**config.mk**
```make
export PLATFORM = sky130hd
export DESIGN_NAME = vga_random_tiles
export DESIGN_NICKNAME = d
export VERILOG_FILES = /design/src/rtl/vga_pkg.sv /design/src/rtl/vga_lfsr16.sv /design/src/rtl/vga_random_tiles.sv
export SDC_FILE = /design/constraint.sdc
export NUM_CORES = 1
export LEC_CHECK = 0
export BUFFER_PORTS_ARGS = -buffer_cell sky130_fd_sc_hd__buf_2
export CORE_MARGIN = 2
export CORE_UTILIZATION = 28
export CTS_BUF_LIST = sky130_fd_sc_hd__clkbuf_16
export DETAILED_ROUTE_END_ITERATION = 12
export GPL_ROUTABILITY_DRIVEN = 1
export HOLD_SLACK_MARGIN = 0.02
export PLACE_DENSITY = 0.55
export SYNTH_ARGS = -nofsm -noshare
export SYNTH_HDL_FRONTEND = slang
export SYNTH_SLANG_ARGS = --single-unit
```
**constraint.sdc**
```tcl
create_clock -name clk -period 4.4 [get_ports clk]
set_clock_uncertainty 0.2 [all_clocks]
set_input_delay 0.88 -clock clk [delete_from_list [all_inputs] [get_ports clk]]
set_output_delay 0.88 -clock clk [all_outputs]
set_load 0.005 [all_outputs]
```
**src/rtl/vga_pkg.sv**
```systemverilog
// rtl/vga_pkg.sv - shared constants, LFSR step helpers and FSM state type for vga_random_tiles
package vga_pkg;

  localparam int          H_DISPLAY_DEF = 1024;
  localparam int          V_DISPLAY_DEF = 768;
  localparam logic [15:0] LFSR_MASK     = 16'hB400;

  typedef enum logic {
    SYNC,
    RUN
  } state_t;

  // Galois form: shift right, fold the mask back in when a one drops out.
  function automatic logic [15:0] lfsr_step(input logic [15:0] x);
    return {1'b0, x[15:1]} ^ (x[0] ? LFSR_MASK : 16'h0000);
  endfunction

  function automatic logic [15:0] lfsr_step16(input logic [15:0] x);
    logic [15:0] v;
    v = x;
    for (int i = 0; i < 16; i++) begin
      v = lfsr_step(v);
    end
    return v;
  endfunction

endpackage

```
**src/rtl/vga_lfsr16.sv**
```systemverilog
// rtl/vga_lfsr16.sv - 16-bit Galois LFSR register with seed load and step enable
module vga_lfsr16
  import vga_pkg::*;
#(
  parameter logic [15:0] SEED = 16'hACE1
) (
  input  logic        clk,
  input  logic        reset,
  input  logic        i_load,
  input  logic [15:0] i_seed,
  input  logic        i_step,
  output logic [15:0] o_q
);

  logic [15:0] r_q;

  always_ff @(posedge clk) begin
    if (reset) begin
      r_q <= SEED;
    end else if (i_load) begin
      r_q <= i_seed;
    end else if (i_step) begin
      r_q <= lfsr_step(r_q);
    end
  end

  assign o_q = r_q;

endmodule

```
**src/rtl/vga_random_tiles.sv**
```systemverilog
// rtl/vga_random_tiles.sv - random-colour tile pixel stage behind the VGA sync generator
// Optional pattern animation under VGA_RANDOM_ANIMATE_EN.
module vga_random_tiles
  import vga_pkg::*;
#(
  parameter int          H_DISPLAY = H_DISPLAY_DEF,
  parameter int          V_DISPLAY = V_DISPLAY_DEF,
  parameter int          TILE_LOG2 = 5,
  parameter int          CW        = 2,
  parameter logic [15:0] LFSR_SEED = 16'hACE1
`ifdef VGA_RANDOM_ANIMATE_EN
  ,
  parameter int          FRAME_DIV = 30
`endif
) (
  input  logic          clk,
  input  logic          reset,
  input  logic [10:0]   hpos,
  input  logic [9:0]    vpos,
  input  logic          display_on,
  input  logic          hsync_in,
  input  logic          vsync_in,
  output logic [CW-1:0] red,
  output logic [CW-1:0] green,
  output logic [CW-1:0] blue,
  output logic          hsync_out,
  output logic          vsync_out,
  output logic          frame_tick
);

  localparam logic [10:0] H_END = 11'(H_DISPLAY);
  localparam logic [9:0]  V_END = 10'(V_DISPLAY);
  localparam int          TW    = 3 * CW;

  logic [10:0]   r_hpos;
  logic [9:0]    r_vpos;
  state_t        r_state;
  state_t        w_state_nxt;
  logic          w_run;
  logic          w_origin;
  logic          w_line_start;
  logic          w_in_frame;
  logic          w_tile_end;
  logic          w_row_end;
  logic          w_frame_end;
  logic [15:0]   w_lfsr;
  logic [15:0]   r_row_seed;
  logic [15:0]   w_row_reload;
  logic [TW-1:0] w_tile;
  logic [CW-1:0] r_red;
  logic [CW-1:0] r_green;
  logic [CW-1:0] r_blue;
  logic          r_hsync;
  logic          r_vsync;
  logic          r_frame_tick;

  // Reset parks the position off-origin so a stale (0,0) cannot start a frame.
  always_ff @(posedge clk) begin
    if (reset) begin
      r_hpos <= '1;
      r_vpos <= '1;
    end else begin
      r_hpos <= hpos;
      r_vpos <= vpos;
    end
  end

  assign w_origin     = (r_hpos == '0) && (r_vpos == '0);
  assign w_line_start = (r_hpos == '0);
  assign w_in_frame   = (r_vpos < V_END);
  assign w_tile_end   = (r_hpos < H_END) && w_in_frame && (&r_hpos[TILE_LOG2-1:0]);
  assign w_row_end    = (r_hpos == H_END) && w_in_frame && (&r_vpos[TILE_LOG2-1:0]);
  assign w_frame_end  = w_line_start && (r_vpos == V_END);

  always_ff @(posedge clk) begin
    if (reset) begin
      r_state <= SYNC;
    end else begin
      r_state <= w_state_nxt;
    end
  end

  // The origin cycle itself already counts as running, so pixel (0,0) is drawn.
  always_comb begin
    w_state_nxt = r_state;
    w_run       = 1'b0;
    unique case (r_state)
      SYNC: begin
        if (w_origin) begin
          w_state_nxt = RUN;
          w_run       = 1'b1;
        end
      end
      RUN: begin
        w_run = 1'b1;
      end
      default: begin
        w_state_nxt = SYNC;
      end
    endcase
  end

`ifdef VGA_RANDOM_ANIMATE_EN
  localparam int CNT_W = (FRAME_DIV > 1) ? $clog2(FRAME_DIV) : 1;

  logic [CNT_W-1:0] r_frame_cnt;
  logic [15:0]      r_frame_seed;
  logic [15:0]      w_frame_seed_nxt;
  logic             w_frame_wrap;

  assign w_frame_seed_nxt = lfsr_step16(r_frame_seed);
  assign w_frame_wrap     = (r_frame_cnt == CNT_W'(FRAME_DIV - 1));

  always_ff @(posedge clk) begin
    if (reset) begin
      r_frame_cnt  <= '0;
      r_frame_seed <= LFSR_SEED;
    end else if (w_run && w_frame_end) begin
      if (w_frame_wrap) begin
        r_frame_cnt  <= '0;
        r_frame_seed <= w_frame_seed_nxt;
      end else begin
        r_frame_cnt <= r_frame_cnt + 1'b1;
      end
    end
  end

  // On a wrap the new seed is used straight away for the coming frame.
  assign w_row_reload = w_frame_wrap ? w_frame_seed_nxt : r_frame_seed;
`else
  assign w_row_reload = LFSR_SEED;
`endif

  always_ff @(posedge clk) begin
    if (reset) begin
      r_row_seed <= LFSR_SEED;
    end else if (w_run) begin
      if (w_frame_end) begin
        r_row_seed <= w_row_reload;
      end else if (w_row_end) begin
        r_row_seed <= w_lfsr;
      end
    end
  end

  vga_lfsr16 #(
    .SEED (LFSR_SEED)
  ) u_lfsr (
    .clk    (clk),
    .reset  (reset),
    .i_load (w_run && w_line_start),
    .i_seed (r_row_seed),
    .i_step (w_run && w_tile_end),
    .o_q    (w_lfsr)
  );

  // The LFSR only picks up the row seed after hpos==0, so that pixel reads it directly.
  assign w_tile = w_line_start ? r_row_seed[TW-1:0] : w_lfsr[TW-1:0];

  always_ff @(posedge clk) begin
    if (reset) begin
      r_red        <= '0;
      r_green      <= '0;
      r_blue       <= '0;
      r_hsync      <= 1'b0;
      r_vsync      <= 1'b0;
      r_frame_tick <= 1'b0;
    end else begin
      r_red        <= (w_run && display_on) ? w_tile[3*CW-1 -: CW] : '0;
      r_green      <= (w_run && display_on) ? w_tile[2*CW-1 -: CW] : '0;
      r_blue       <= (w_run && display_on) ? w_tile[CW-1:0]       : '0;
      r_hsync      <= hsync_in;
      r_vsync      <= vsync_in;
      r_frame_tick <= w_run && w_frame_end;
    end
  end

  assign red        = r_red;
  assign green      = r_green;
  assign blue       = r_blue;
  assign hsync_out  = r_hsync;
  assign vsync_out  = r_vsync;
  assign frame_tick = r_frame_tick;

endmodule

```
==> metrics.log, run 1 <==
[metrics] outcome: finished clean
[metrics] maximum buffer depth of the clock tree: 2
[metrics] worst stage delay on the critical path: 0.95 ns
[metrics] final setup slack of the worst path: 1.51 ns
[metrics] simple-gate share of the synthesized area: 17.8%
[metrics] xor/xnor cell area share of the yosys netlist: 1.04%
[metrics] share of synthesized flip-flops with an asynchronous set or reset: 0%
[metrics] TritonCTS clock tree: yes
[metrics] GR Overflow Total: 0
[metrics] Netlist Area Pre-Place: 2530 µm²
[metrics] Unique masters post-synth: 37
[metrics] area fraction in compound gates after synthesis: 18.4%
[metrics] adder-cell area share of the yosys netlist: 0%
[metrics] count of buffering cells on the critical path with inverters included: 0
[metrics] count of endpoints failing setup in the final report: 0
[metrics] reg-to-reg startpoint: r_vpos[5]
[metrics] Total Die Area: 9800 µm²
[metrics] share of post-route cells with drive strength above 1: 27.4%
[metrics] slew of the pin with the lowest slew margin: 1.23 ns
[metrics] hold bufs inserted after CTS: 0
[metrics] wire length of the first global-routing pass: 9160 µm
[metrics] port buffer count: 34
[metrics] post-synthesis cell count: 247
[metrics] average detailed-routed wire length per instance: 14.0 µm
[metrics] leading register cell type out of synthesis: sky130_fd_sc_hd__dfxtp_1
[metrics] initial core utilization: 29.0%
[metrics] average via count per standard cell: 4.90
[metrics] HPWL Detailed: 3440 µm
[metrics] post-synthesis net count: 273
[metrics] unrepaired setup endpoints after global routing: no
[metrics] Leak: 1.12 nW
[metrics] element type at the critical path end: flip-flop
[metrics] clock latency on the worst-skew pair: 0.33 ns
[metrics] # DRC: 0
[metrics] worst path cell trace: or4_4 -> or4_4 -> a211oi_4 -> mux2i_1
[metrics] fraction of synthesized area in multiplexers: 8.71%
[metrics] post-route fraction of the period consumed by the critical path: 65.7%
[metrics] pre-CTS setup slack: 1.49 ns
[metrics] startpoint of the lowest-slack hold path: r_row_seed[8]
[metrics] total power density per cell area: 429 nW/µm²
[metrics] yosys synthesis warning count: 0
[metrics] Peak VDD IR: 264 µV
[metrics] router iterations before antenna repair: 6
[metrics] largest fanout on the critical path: 16
[metrics] cell class contributing the biggest share of worst-path delay: simple AND/OR/NAND/NOR gates
[metrics] num ports: 35
[metrics] post-CTS repair timing setup buffer count: 0
[metrics] Die X: 99.0 µm
[metrics] share of the yosys chip area belonging to registers: 49.9%
[metrics] number of fill cells: 882
[metrics] number of sinks driven by the clock tree: 63
[metrics] Hold Violations, Final: 0
[metrics] total number of placement rows: 34
[metrics] critical path data required time: 4.45 ns
[metrics] height of the chip: 99.0 µm
[metrics] CP Class: flip-flop to flip-flop
[metrics] cell mode on critical path: sky130_fd_sc_hd__or4_4
[metrics] max-slew violations: 0
[metrics] slowest cell on the critical path: sky130_fd_sc_hd__a211oi_4
[metrics] number of flops mapped to enable cells by yosys: 0
[metrics] Std-Cell Core Area: 8720 µm²
[metrics] Highest Clock Rate: 346 MHz
[metrics] number of maximum-capacitance violations: 0
[metrics] data arrival at the endpoint of the critical path: 2.94 ns
[metrics] maximum number of pins on one net before global-route repair: 64
[metrics] iteration-0 DRC count of the detailed router: 128
[metrics] CP Launch Point: r_vpos[5]
[metrics] number of gates given a new drive strength after cts: 0
[metrics] relative slew slack: 17.5%
[metrics] number of synthesized register bits: 63
[metrics] antenna violations before repair: 0
[metrics] type of the most critical hold path: flip-flop to flip-flop
[metrics] post-layout net count: 302
[metrics] Synth Area per Inst: 10.2 µm²
[metrics] Final ANT Viol Nets: 0
[metrics] number of global-route vias before repair: 1836
[metrics] total routed wirelength: 5440 µm
[metrics] number of diodes added for antenna fixing: 0
[metrics] reg-to-reg setup timing slack: 1.51 ns
[metrics] all-layer global routing usage: 11.9%
[metrics] final setup TNS: 0 ns
[metrics] final RePlAce weighted congestion: 0.706
[metrics] Tmin final: 2.89 ns
[metrics] cell at the root of the clock tree: sky130_fd_sc_hd__clkbuf_16
[metrics] Reg clk slew, reported paths: 0.06 ns
[metrics] Setup crit start kind: flip-flop
[metrics] main combinational cell family by area after synthesis: compound AO/OA/AOI/OAI gates
[metrics] maximum level of the CTS H-tree: 3
[metrics] layout overhead on the synthesized area: 21.5%
[metrics] number of vias in the routed layout: 1908
[metrics] total CTS buffers: 9
## cell type report
cell class	instances	area, µm²	share of cell area [%]
flip-flops and latches	63	1260	41.1
multi-input cells	159	1160	37.8
clock buffers	9	225	7.33
repair buffers	37	193	6.27
well taps	108	135	4.40
clock inverters	7	73.8	2.40
inverters	6	22.5	0.733
## per-stage QoR
step / hold slack [ns] / instance area (µm²) / power [mW] / instances / utilization (%)
after floorplan: 0.235 / 2530 / 0.621 / 247 / -
after global placement: 0.246 / 2770 / 0.636 / 373 / 31.8
after detailed placement: 0.257 / 2770 / 0.637 / 373 / 31.8
after CTS: 0.266 / 3070 / 1.33 / 389 / 35.2
after global routing: 0.287 / 3070 / 1.36 / 389 / 35.2
final: 0.264 / 3070 / 1.32 / 389 / 35.2
## layout by cell type (no fill, tap or decap), types with 2 or more instances in the layout
master and n:
sky130_fd_sc_hd__dfxtp_1 63, sky130_fd_sc_hd__nor4b_1 6, sky130_fd_sc_hd__nor2b_1 2, sky130_fd_sc_hd__clkbuf_16 9, sky130_fd_sc_hd__a21o_1 8, sky130_fd_sc_hd__or4_4 2
sky130_fd_sc_hd__buf_4 3, sky130_fd_sc_hd__a211oi_1 8, sky130_fd_sc_hd__inv_1 6, sky130_fd_sc_hd__a211o_1 4, sky130_fd_sc_hd__nand3_1 2, sky130_fd_sc_hd__mux2i_1 22
sky130_fd_sc_hd__a221o_1 4, sky130_fd_sc_hd__nor3_1 5, sky130_fd_sc_hd__clkinvlp_4 3, sky130_fd_sc_hd__clkinv_4 2, sky130_fd_sc_hd__a32oi_1 4, sky130_fd_sc_hd__o32a_1 4
sky130_fd_sc_hd__a2111oi_0 4, sky130_fd_sc_hd__nor4_1 5, sky130_fd_sc_hd__o211ai_1 12, sky130_fd_sc_hd__nand2_1 9, sky130_fd_sc_hd__buf_2 34, sky130_fd_sc_hd__xor2_1 3
sky130_fd_sc_hd__a21oi_1 5, sky130_fd_sc_hd__nor2_1 16, sky130_fd_sc_hd__or2_2 21, sky130_fd_sc_hd__and4_1 2
## power by group
| part | switching (mW) | total [mW] | internal (mW) | leakage (nW) |
|---|---|---|---|---|
| combinational | 0.0176 | 0.0371 | 0.0195 | 0.466 |
| sequential | 0.00515 | 0.587 | 0.582 | 0.515 |
| clock | 0.256 | 0.693 | 0.437 | 0.135 |
## tightest hold or removal path: stages, from the launching register on
cell	delay, ns
sky130_fd_sc_hd__dfxtp_1	0.31
sky130_fd_sc_hd__nand2_1	0.05
sky130_fd_sc_hd__mux2i_1	0.05
## path summary, 6_finish.rpt
path              endpoint  depth (start not counted)
min          r_row_seed[8]                          2
max reg2reg  r_row_seed[2]                          4
max          r_row_seed[2]                          4
min reg2reg  r_row_seed[8]                          2
## sequential cells by signal, summed over array words and instances, names as in the netlist
signal      count
vsync_out       1
red             2
frame_tick      1
u_lfsr.o_q     16
r_hpos         11
blue            2
r_state         1
r_row_seed     16
r_vpos         10
hsync_out       1
green           2
## kinds of logic (layout without fill, tap and decap cells)
logic type             Yosys count  after routing
buffers and inverters           25             59
multiplexers                    22             22
AO/OA/AOI/OAI                   57             57
AND/OR/NAND/NOR                 77             77
XOR/XNOR                         3              3
flip-flops                      63             63
## per-layer routing
layer  track usage (%)  up-vias  wire length [µm]
li1                  -      972                 -
met1              15.6      897              2630
met2              18.0       32              2500
met3              3.69        7               211
met4              5.37        0                93
met5                 0        -                 0
## cell usage after synthesis, drive strengths merged, types with 5 or more instances
library cell / n / area (µm²)
dfxtp: 63 / 1260
mux2i: 22 / 220
or2: 21 / 131
clkbuf: 16 / 60.1
nor2: 16 / 60.1
o211ai: 12 / 90.1
a211oi: 9 / 80.1
nand2: 9 / 33.8
a21o: 8 / 60.1
inv: 6 / 22.5
nor4b: 6 / 52.6
a21oi: 5 / 25.0
nor3: 5 / 25.0
nor4: 5 / 31.3
Note: power is estimated with default switching activity, not from simulation.
==> inputs of run 2 (changes only) <==
Settings changed: ABC_AREA set to 1.
Clock period 4.4 ns to 3 ns, I/O delays scaled along.
==> run 2 against run 1 <==
Via count up 16%. Sequential power up 47%. Non-clock buffer count up 2. Die area up 6.5%. Critical path depth up 7. Sequential cell count unchanged. Setup slack worse by 0.62 ns. Synthesized cell count up 43%. Total power up 58%. First-iteration DRC count up 22%. Combinational power up 63%.
==> metrics.log, run 2 <==
[metrics] GR met3 Demand/Resource: 2.87% (-0.82 points)
[metrics] post-route fraction of the period consumed by the critical path: 70.4% (+4.7 points)
[metrics] cell at the root of the clock tree: sky130_fd_sc_hd__clkbuf_16
[metrics] number of synthesized register bits: 63 (unchanged)
[metrics] Setup crit start kind: flip-flop
[metrics] share of post-route cells with drive strength above 1: 26.4% (-1.0 points)
[metrics] number of global-route vias before repair: 2140 (+17%)
[metrics] antenna violations before repair: 0 (unchanged)
[metrics] Final ANT Viol Nets: 0 (unchanged)
[metrics] portion of synthesized cell area occupied by the leading cell type: 46.8% (-3.1 points)
[metrics] final setup TNS: 0 ns (unchanged)
[metrics] height of the chip: 102 µm (+3.2%)
[metrics] most frequent cells in the layout: 90 x sky130_fd_sc_hd__nand2_1, 63 x sky130_fd_sc_hd__dfxtp_1, 34 x sky130_fd_sc_hd__inv_1, 34 x sky130_fd_sc_hd__buf_2, 33 x sky130_fd_sc_hd__nand3_1
[metrics] type of the most critical hold path: input port to flip-flop
[metrics] most common cell in the netlist: sky130_fd_sc_hd__nand2_1
[metrics] Netlist Area Pre-Place: 2700 µm² (+6.7%)
[metrics] Peak VDD IR: 212 µV (-20%)
[metrics] GRT Max-Usage Layer: met2
[metrics] number of sinks driven by the clock tree: 63 (unchanged)
[metrics] CP Class: flip-flop to flip-flop
[metrics] post-CTS repair timing setup buffer count: 0 (unchanged)
[metrics] number of diodes added for antenna fixing: 0 (unchanged)
[metrics] Tmin final: 2.11 ns (-0.779 ns)
[metrics] post-layout net count: 415 (+37%)
[metrics] share of the yosys chip area belonging to registers: 46.8% (-3.1 points)
[metrics] library cell with the largest summed area after synthesis: sky130_fd_sc_hd__dfxtp_1
[metrics] unrepaired setup endpoints after global routing: no
[metrics] largest fanout on the critical path: 16 (unchanged)
[metrics] Hold Violations, Final: 0 (unchanged)
[metrics] clock latency on the worst-skew pair: 0.33 ns (about the same)
[metrics] num ports: 35 (unchanged)
[metrics] global routing usage on met2: 20.8% (+2.8 points)
[metrics] pre-CTS setup slack: 0.882 ns (-0.613 ns)
[metrics] iteration-0 DRC count of the detailed router: 156 (+22%)
[metrics] met1 demand-to-capacity share in global routing: 16.1% (+0.47 points)
[metrics] yosys synthesis warning count: 0 (unchanged)
[metrics] initial core utilization: 29.1% (+0.075 points)
[metrics] maximum level of the CTS H-tree: 3 (unchanged)
[metrics] relative slew slack: 65.5% (+48 points)
[metrics] total power density per cell area: 631 nW/µm² (+47%)
[metrics] share of synthesized flip-flops with an asynchronous set or reset: 0% (unchanged)
[metrics] number of vias in the routed layout: 2206 (+16%)
[metrics] average detailed-routed wire length per instance: 11.2 µm (-20%)
[metrics] Die X: 102 µm (+3.2%)
[metrics] leading register cell type out of synthesis: sky130_fd_sc_hd__dfxtp_1
[metrics] number of maximum-capacitance violations: 0 (unchanged)
[metrics] Highest Clock Rate: 473 MHz (+37%)
[metrics] total area of multi-input combinational cells: 1180 µm² (+1.9%)
[metrics] layout overhead on the synthesized area: 22.4%
[metrics] port buffer count: 34 (unchanged)
[metrics] wire length of the first global-routing pass: 10200 µm (+11%)
[metrics] most instantiated cells after synthesis: 90 x sky130_fd_sc_hd__nand2_1, 63 x sky130_fd_sc_hd__dfxtp_1, 33 x sky130_fd_sc_hd__inv_1, 33 x sky130_fd_sc_hd__nand3_1, 30 x sky130_fd_sc_hd__nor2_1
[metrics] Std-Cell Core Area: 9280 µm² (+6.5%)
[metrics] outcome: finished clean
[metrics] Total Die Area: 10400 µm² (+6.5%)
[metrics] # DRC: 0 (unchanged)
[metrics] maximum buffer depth of the clock tree: 2 (unchanged)
[metrics] data arrival at the endpoint of the critical path: 2.18 ns (-0.76 ns)
[metrics] overall power after layout: 2.09 mW (+58%)
[metrics] total number of placement rows: 35 (+2.9%)
[metrics] number of flops mapped to enable cells by yosys: 0 (unchanged)
[metrics] all-layer global routing usage: 12.8% (+0.83 points)
[metrics] register area: 1260 µm² (unchanged)
[metrics] number of fill cells: 998 (+13%)
[metrics] post-synthesis net count: 380 (+39%)
[metrics] critical path data required time: 3.07 ns (-1.38 ns)
[metrics] element type at the critical path end: flip-flop
[metrics] post-synthesis cell count: 354 (+43%)
[metrics] number of gates given a new drive strength after cts: 0 (unchanged)
[metrics] Leak: 1.54 nW (+38%)
[metrics] count of endpoints failing setup in the final report: 0 (unchanged)
[metrics] slew of the pin with the lowest slew margin: 0.516 ns (-0.712 ns)
[metrics] hold bufs inserted after CTS: 0 (unchanged)
[metrics] TritonCTS clock tree: yes
[metrics] leading cell type in the layout, fill and taps excluded: sky130_fd_sc_hd__nand2_1
[metrics] final setup slack of the worst path: 0.887 ns (-0.621 ns)
[metrics] worst reg2reg path depth: 11 (+7)
[metrics] router iterations before antenna repair: 6 (unchanged)
[metrics] Unique masters post-synth: 30 (-19%)
[metrics] HPWL Detailed: 4050 µm (+18%)
[metrics] Reg clk slew, reported paths: 0.06 ns (about the same)
[metrics] total routed wirelength: 5850 µm (+7.6%)
[metrics] total CTS buffers: 9 (unchanged)
[metrics] final RePlAce weighted congestion: 0.770 (+9.0%)
[metrics] cell types occupying the most area after synthesis: sky130_fd_sc_hd__dfxtp_1 47%, sky130_fd_sc_hd__nand2_1 13%, sky130_fd_sc_hd__nand3_1 6.1%, sky130_fd_sc_hd__or2_2 4.9%, sky130_fd_sc_hd__inv_1 4.6%
[metrics] maximum number of pins on one net before global-route repair: 39 (-39%)
[metrics] max-slew violations: 0 (unchanged)
[metrics] GR Overflow Total: 0 (unchanged)
[metrics] average via count per standard cell: 4.22 (-14%)
[metrics] Hold Path Stages: 2 (unchanged)
[metrics] Synth Area per Inst: 7.62 µm² (-26%)
run 2: cell types whose count changed in the layout (fill, tap and decap cells not counted), sizes merged, moves of 5 or more:
cell    previous run  this run
a21oi              5        20
nor2              16        49
o21ai              0         7
nor4               5         0
a21o               8         0
mux2i             22         0
nand2              9        95
o211ai            12         1
inv                6        35
a211oi             9         0
nor4b              6         0
nand3              2        33
run 2: cell families (layout without fill, tap and decap cells):
family,after synthesis,after routing,share of synthesized area (%)
compound gates,30,30,6.12
flops,63,63,46.8
xor+xnor,3,3,0.974
buf+inv,52,92,9.37
simple gates,206,206,36.8
run 2: where the power goes:
part           switching [mW]  leakage (nW)  total (mW)  internal, mW
logic                  0.0300         0.867      0.0605        0.0305
registers             0.00640         0.515       0.861         0.854
clock network           0.360         0.160        1.16         0.804
total                   0.396          1.54        2.09          1.69
run 2: area by class of cell:
| cell class | count | share of cell area [%] |
|---|---|---|
| clock buffer | 9 | 6.82 |
| inverter | 37 | 4.58 |
| timing repair buffer | 39 | 6.29 |
| clock inverter | 7 | 3.41 |
| tap | 129 | 4.89 |
| sequential | 63 | 38.2 |
| multi-input combinational | 239 | 35.8 |
run 2: path summary, 6_finish.rpt:
| kind | startpoint | endpoint | slack (ns) |
|---|---|---|---|
| worst max-delay path | r_hpos[4] | u_lfsr.o_q[4] | 0.89 |
| worst min-delay path | vpos[1] | r_vpos[1] | 0.25 |
| worst max register to register | r_hpos[4] | u_lfsr.o_q[4] | 0.89 |
| worst min register to register | u_lfsr.o_q[6] | u_lfsr.o_q[6] | 0.26 |
run 2: stage by stage:
| step | util (%) | cells | instance area [µm²] | hold slack, ns |
|---|---|---|---|---|
| 4_1_cts | 35.6 | 523 | 3300 | 0.245 |
| 2_1_floorplan | - | 354 | 2700 | 0.224 |
| 5_1_grt | 35.6 | 523 | 3300 | 0.245 |
| 3_5_place_dp | 31.9 | 507 | 2970 | 0.242 |
| 3_3_place_gp | 31.9 | 507 | 2970 | 0.249 |
| 6_report | 35.6 | 523 | 3300 | 0.252 |
run 2: worst max-delay path: stages (launching register included):
cell and delay (ns):
sky130_fd_sc_hd__dfxtp_1 0.32, sky130_fd_sc_hd__inv_1 0.05, sky130_fd_sc_hd__nand2_1 0.06, sky130_fd_sc_hd__nor2_2 0.15
sky130_fd_sc_hd__nand2_1 0.08, sky130_fd_sc_hd__nor2_2 0.10, sky130_fd_sc_hd__nand2_1 0.07, sky130_fd_sc_hd__nand2_2 0.30
sky130_fd_sc_hd__nand2_2 0.30, sky130_fd_sc_hd__inv_1 0.26, sky130_fd_sc_hd__nor2_1 0.06, sky130_fd_sc_hd__nor2_1 0.09
run 2: metal layers:
layer	wire, µm	up-vias
met5	0	-
met4	103	0
met3	163	7
met2	2770	26
met1	2810	1003
li1	-	1170
